==> src/rtl/branch_predictor.sv <==
// ---------------------------------------------------------------------------
// branch_predictor
//   Dynamic branch predictor and EX-stage branch resolution.
//   - IF side: combinational lookup of a table of 2-bit saturating counters,
//     indexed by pc[IDX_W+1:2]; prediction is the counter MSB.
//   - EX side: compares the actual outcome with the prediction carried from
//     IF, raises mispredict and supplies the redirect PC, and trains the
//     counter selected by the EX PC on the rising clock edge.
//   Optional build macro: BRANCH_PREDICTOR_STATS_EN adds the 32-bit
//   stat_branches / stat_mispredicts event counters.
// ---------------------------------------------------------------------------
module branch_predictor #(
  parameter int DWIDTH  = 32,
  parameter int ENTRIES = 64
) (
  input  logic              clk,
  input  logic              rst_n,
  input  logic [DWIDTH-1:0] if_pc,
  output logic              if_pred_taken,
  input  logic              ex_valid,
  input  logic              ex_stall,
  input  logic              ex_is_branch,
  input  logic [DWIDTH-1:0] ex_pc,
  input  logic [DWIDTH-1:0] ex_target,
  input  logic              ex_pred_taken,
  input  logic              ex_taken,
  output logic              mispredict,
  output logic [DWIDTH-1:0] redirect_pc
`ifdef BRANCH_PREDICTOR_STATS_EN
  ,
  output logic [31:0]       stat_branches,
  output logic [31:0]       stat_mispredicts
`endif
);

  localparam int IDX_W = $clog2(ENTRIES);

  // Counter encodings: strong/weak not-taken, weak/strong taken.
  localparam logic [1:0] CTR_SNT = 2'b00;
  localparam logic [1:0] CTR_WNT = 2'b01;
  localparam logic [1:0] CTR_STK = 2'b11;

  // Next counter value: step toward the observed outcome, saturating at the
  // strong states so a single anomaly never flips a strongly-biased branch.
  function automatic logic [1:0] ctr_next(input logic [1:0] cnt,
                                          input logic       taken);
    logic [1:0] nxt;
    nxt = cnt;
    if (taken) begin
      if (cnt != CTR_STK) nxt = cnt + 2'd1;
    end else begin
      if (cnt != CTR_SNT) nxt = cnt - 2'd1;
    end
    return nxt;
  endfunction

  logic [1:0]              r_table [ENTRIES];
  logic [IDX_W-1:0]        w_if_idx;
  logic [IDX_W-1:0]        w_ex_idx;
  logic                    w_upd;
  logic                    w_mispredict;
  logic [DWIDTH-1:0]       w_pc_plus4;
  logic [DWIDTH-IDX_W-1:0] w_unused_if_bits;

  assign w_if_idx = if_pc[IDX_W+1:2];
  assign w_ex_idx = ex_pc[IDX_W+1:2];

  // Only the index bits of the fetch PC select a counter; no tags are kept.
  assign w_unused_if_bits = {if_pc[DWIDTH-1:IDX_W+2], if_pc[1:0]};

  // Lookup reads the registered table directly: no bypass from a same-cycle
  // update, so a colliding update becomes visible one cycle later.
  assign if_pred_taken = r_table[w_if_idx][1];

  // rst_n is part of the qualifier so mispredict is held low during reset,
  // and the AND with ex_valid masks X outcomes from bubbles.
  assign w_upd        = rst_n & ex_valid & ex_is_branch & ~ex_stall;
  assign w_mispredict = w_upd & (ex_taken ^ ex_pred_taken);
  assign mispredict   = w_mispredict;

  // Fall-through address wraps modulo 2^DWIDTH.
  assign w_pc_plus4  = ex_pc + DWIDTH'(4);
  assign redirect_pc = ex_taken ? ex_target : w_pc_plus4;

  // Counter table: reset every entry to weak-NT, train the EX entry on upd.
  always_ff @(posedge clk or negedge rst_n) begin
    if (!rst_n) begin
      for (int i = 0; i < ENTRIES; i++) begin
        r_table[i] <= CTR_WNT;
      end
    end else if (w_upd) begin
      r_table[w_ex_idx] <= ctr_next(r_table[w_ex_idx], ex_taken);
    end
  end

`ifdef BRANCH_PREDICTOR_STATS_EN
  logic [31:0] r_stat_branches;
  logic [31:0] r_stat_mispredicts;

  // Event counters: resolved branches and mispredicts, free-running wrap.
  always_ff @(posedge clk or negedge rst_n) begin
    if (!rst_n) begin
      r_stat_branches    <= '0;
      r_stat_mispredicts <= '0;
    end else begin
      if (w_upd)        r_stat_branches    <= r_stat_branches + 32'd1;
      if (w_mispredict) r_stat_mispredicts <= r_stat_mispredicts + 32'd1;
    end
  end

  assign stat_branches    = r_stat_branches;
  assign stat_mispredicts = r_stat_mispredicts;
`endif

endmodule

==> config.mk <==
export PLATFORM = sky130hd
export DESIGN_NAME = branch_predictor
export DESIGN_NICKNAME = d
export VERILOG_FILES = /design/src/rtl/branch_predictor.sv
export SDC_FILE = /design/constraint.sdc
export NUM_CORES = 1
export LEC_CHECK = 0
export BUFFER_PORTS_ARGS = -buffer_cell sky130_fd_sc_hd__buf_2
export CORE_UTILIZATION = 57
export DETAILED_ROUTE_END_ITERATION = 16
export HOLD_SLACK_MARGIN = 0.03
export PLACE_DENSITY = 0.81
export SLEW_MARGIN = 15
export SYNTH_ARGS = -nofsm -noshare
export SYNTH_HDL_FRONTEND = slang
export SYNTH_SLANG_ARGS = --single-unit
==> constraint.sdc <==
create_clock -name clk -period 3.2 [get_ports clk]
set_clock_uncertainty 0.1 [all_clocks]
set_input_delay 0.16 -clock clk [delete_from_list [all_inputs] [get_ports clk]]
set_output_delay 0.16 -clock clk [all_outputs]
set_load 0.03 [all_outputs]
* Word level (Yosys, flattened, before mapping)
Index checks and enable logic that the tools add are counted.
** Storage, ports and cells
- Register bits after elaboration :: 128
- Input port bits :: 103
- Word-level logic and storage cells :: 95
** Cells by class
- Add/subtract/negate cells :: 3
- Order comparisons :: 3
- Equality and inequality tests :: 1
- Multiplexer cells :: 14
- Bitwise operators :: 8
- Reductions and logical operators :: 2
** Operators by type and width (number)
- $bwmux W128 :: 1
- $add A32 B3 Y32 const B :: 1
- $mux W32 :: 1
- $bmux W2 S6 :: 2
- $mux W2 :: 9
- $ge A7 B7 Y1 const B :: 2
- $not A6 Y7 :: 2
- $demux W2 S6 :: 1
- $lt A7 B1 Y1 const B :: 1
- $and A1 B1 Y1 :: 4
- $add A2 B1 Y2 const B :: 1
- $ne A2 B2 Y1 const B :: 1
- $reduce_bool A2 Y1 :: 1
- $sub A2 B1 Y2 const B :: 1
- $logic_and A1 B1 Y1 :: 1
- $not A1 Y1 :: 1
- $xor A1 B1 Y1 :: 1

* Depth between registers and ports, before layout
- Word-level depth :: 9
- Depth in mapped cells :: 11

* Worst setup path after synthesis
Ideal clock, no wire load.
- Path type :: input to output
- Start :: input if_pc[2]
- End :: output if_pred_taken
- Arrival time :: 2677 ps
- Data required time :: 2940 ps
- Setup slack :: 263 ps
- Stages on the path :: 5
- Buffers on the path :: 2
- Path through :: clkbuf_1 buf_1 mux4_2 mux4_2 mux4_2
** Between the ends
- Longest elaborated chain between the ends :: 4
** Ends and longest elaborated chain
- start, declared :: RTL line 18 : input logic [DWIDTH-1:0] if_pc,
- $not A6 Y7 (not written as such) :: RTL line 73 : assign if_pred_taken = r_table[w_if_idx][1];
- $bmux W2 S6 :: RTL line 73
- $mux W2 (not written as such) (2 in series) :: RTL line 73
- end, declared :: RTL line 19 : output logic if_pred_taken,
Every way passes these cells. The select of a mux whose other input is x is not followed.

* Worst setup path in the final report
- Start :: input ex_pc[2]
- End :: output redirect_pc[26]
** Between the ends
- Longest elaborated chain between the ends :: 2
** Ends and longest elaborated chain
- start, declared :: RTL line 23 : input logic [DWIDTH-1:0] ex_pc,
- $add A32 B3 Y32 :: RTL line 82 : assign w_pc_plus4 = ex_pc + DWIDTH'(4);
- $mux W32 :: RTL line 83 : assign redirect_pc = ex_taken ? ex_target : w_pc_plus4;
- end, declared :: RTL line 28 : output logic [DWIDTH-1:0] redirect_pc
Every way passes these cells.

==> metrics.txt <==
Routability Congestion=0.846; Psw=1.04 mW; DR DRC count=0; Initial Util=0.592; startpoint types=primary input; internal power=3.11 mW; GRT Total Usage=0.346; largest net degree at the start of global routing=77; vias in the first global route=6530; Cells after Synth=811; Yosys warnings=0; fillers=978; Slew Viols, Final=0; nets=1029; Reg with most FFs=r_table; CTS sink cnt=128; Max-cap violations=0; RSZ-0062 raised after global routing=no; Seq/Total Area, Yosys=0.435; drt first pass iters=5; post-synth design cell area=7560 sq um; clk buf depth=2; final hold viol count=0; number of synthesized flops with an enable pin=0; Die X=117 um; setup TNS=0 ns; Layout Cells excl Fill=1110; grt ovf=0; worst r2r src=r_table[57]; final antenna-violating net count=0; layout cells sized above 1=0.306; reg2reg end=r_table[71]; Worst Path Required=2.94 ns; critical setup path kind=in -> out; Gate power share=0.127; Post-synth ARST share=1.00; Routed WL per cell=19.3 um; r2r worst-path depth=7; clock tree from TritonCTS=yes; slack of the critical path=0.306 ns; Post-DP HPWL=15.1 mm; DRT iter0 DRCs=489; Reg2Reg Setup Slack=0.56 ns; Yosys cell types=54; Worst-Margin Slew=0.933 ns; total power=4.15 mW; Reg power frac=0.410; hold_ws=0.326 ns; Clock power frac=0.464; Switching Share=0.251; Die H=117 um; Layout Utilization=0.701; period utilization=0.904; count of final setup violators=0; power per cell area=464 nW/um^2; Mapped Nets=915; DP Worst Slack=0.201 ns; biggest regs=r_table: 128 flops; fmax=0.346 GHz; Crit. End Element=primary output; Avg Inst Size Synth=9.32 sq um; first-pass GRT wire length=34.2 mm; dpl cell area=8350 sq um; CTS Buf Count=17; WL final=21.4 mm; maximum vdd drop=0.000347 V; ANT cells=0; via/cell ratio=5.98; crit path from=ex_pc[2]; Core Footprint=12800 sq um; vias=6635; ys flop type=dfstp_2; Static Leak=3.62 nW; Post-Layout Inst Area=8950 sq um; worst-path maximum fanout=12; Largest register FFs=128; postcts setup bufs=0; status=finished clean; Syn-to-layout area delta=18.5%; Slew headroom=0.378; die area=13700 sq um; IO Pins=137; Final Critical Period=2.89 ns; H-Tree Depth=4; Clock transition at path regs=0.05 ns; initial antenna violation count=0; Crit path arrival time=2.63 ns; Seq cells post-synth=128; Rows=41; crit path to=redirect_pc[26]; Hold Path Class=in -> async; root buf cell=clkbuf_16; clk_lat worst skew=0.43 ns; IO Port Bufs=110; total placed cells including tap cells=1077
cells in the final DEF, fill, tap and decap left out, types with 3 or more instances in the layout:
cell / netlist / routed
dfstp_2: 64 / 64
and3_1: 10 / 10
nand3_1: 26 / 26
o21ai_1: 55 / 55
and3b_1: 3 / 3
o21ai_0: 104 / 104
nor2_1: 25 / 25
mux4_1: 5 / 5
nand3b_1: 7 / 7
clkbuf_1: 16 / 4
buf_4: 4 / 30
nand2b_1: 10 / 10
dfrtp_1: 64 / 64
inv_1: 4 / 4
o22ai_1: 3 / 3
clkinv_2: 0 / 4
buf_2: 17 / 108
mux2_2: 3 / 3
nand4_1: 3 / 3
nand2_1: 253 / 253
buf_12: 0 / 5
mux4_2: 39 / 39
xor2_1: 13 / 13
clkbuf_16: 0 / 17
mux2i_1: 8 / 8
xnor2_1: 16 / 16
nor3_1: 4 / 4
a21oi_1: 5 / 5
clkbuf_8: 0 / 5
and2_1: 4 / 4
worst min-delay path by stage:
stage	startpoint	to	slack, ns
final	rst_n	r_table[31]	0.33
after global routing	ex_pc[6]	r_table[112]	0.36
after detailed placement	rst_n	r_table[31]	0.24
after CTS	ex_pc[3]	r_table[8]	0.31
after global placement	rst_n	r_table[29]	0.24
after floorplan	rst_n	r_table[101]	-0.24
power by group through the flow:
stage	Clock [mW]	Combinational [mW]	Sequential (mW)
global placement	0	0.512	1.72
CTS	1.94	0.523	1.70
floorplan	0	0.320	1.72
detailed placement	0	0.519	1.72
global route	2.01	0.575	1.70
finish	1.93	0.526	1.70
synthesized netlist by cell type, types with 4 or more instances:
| library cell | number | area share |
|---|---|---|
| xnor2_1 | 16 | 0.019 |
| a21oi_1 | 5 | 0.0033 |
| nand3_1 | 26 | 0.017 |
| buf_1 | 4 | 0.0020 |
| buf_4 | 4 | 0.0040 |
| nand2_1 | 253 | 0.13 |
| dfstp_2 | 64 | 0.22 |
| buf_2 | 17 | 0.011 |
| xor2_1 | 13 | 0.015 |
| nor3_1 | 4 | 0.0026 |
| inv_1 | 4 | 0.0020 |
| nor2_1 | 25 | 0.012 |
| nand3b_1 | 7 | 0.0070 |
| mux4_1 | 5 | 0.017 |
| and2_1 | 4 | 0.0033 |
| o21ai_1 | 55 | 0.036 |
| nand2b_1 | 10 | 0.0083 |
| dfrtp_1 | 64 | 0.21 |
| clkbuf_1 | 16 | 0.0079 |
| and3_1 | 10 | 0.0083 |
| mux2i_1 | 8 | 0.011 |
| o21ai_0 | 104 | 0.069 |
| mux4_2 | 39 | 0.12 |
| buf_6 | 9 | 0.013 |
final cells by class:
type                       count  area (sq um)  share of cell area
inverter                       4          15.0             0.00168
multi-input combinational    629          3970               0.443
clock inverter                 6          80.1             0.00894
tap                          172           215              0.0240
timing repair buffer         145           883              0.0987
sequential                   128          3280               0.367
clock buffer                  26           509              0.0569
kinds of logic (layout without fill, tap and decap cells):
kind of cell | count (synthesis) | after routing | share of synthesized area
AND/OR/NAND/NOR | 357 | 357 | 0.204
AO/OA/AOI/OAI | 185 | 185 | 0.134
flip-flops | 128 | 128 | 0.435
multiplexers | 55 | 55 | 0.149
buffers and inverters | 54 | 181 | 0.0406
XOR/XNOR | 29 | 29 | 0.0336
adder cells (fa/ha/maj) | 3 | 3 | 0.00497
layer usage:
layer / global-route usage / up-vias / share of wire
li1: - / 3093 / -
met1: 0.401 / 3097 / 0.38
met2: 0.581 / 385 / 0.48
met3: 0.105 / 60 / 0.10
met4: 0.186 / 0 / 0.038
met5: 0 / - / 0
worst max-delay path, stage by stage:
cell and delay, ns:
buf_2 0.35, buf_4 0.26, ha_1 0.24, nand4_1 0.23, nor3_1 0.44, and2_1 0.27, nand2_1 0.08, xor2_1 0.13
o21ai_0 0.22, buf_2 0.25
what timing repair did:
item | 4_1_cts | 5_1_grt
hold buffers | 1 | 0
gates resized for setup | 0 | 1
endpoints found under the hold margin | 26 | 0
setup endpoints to repair | 0 | 1
Power figures use the tool's default switching activity.
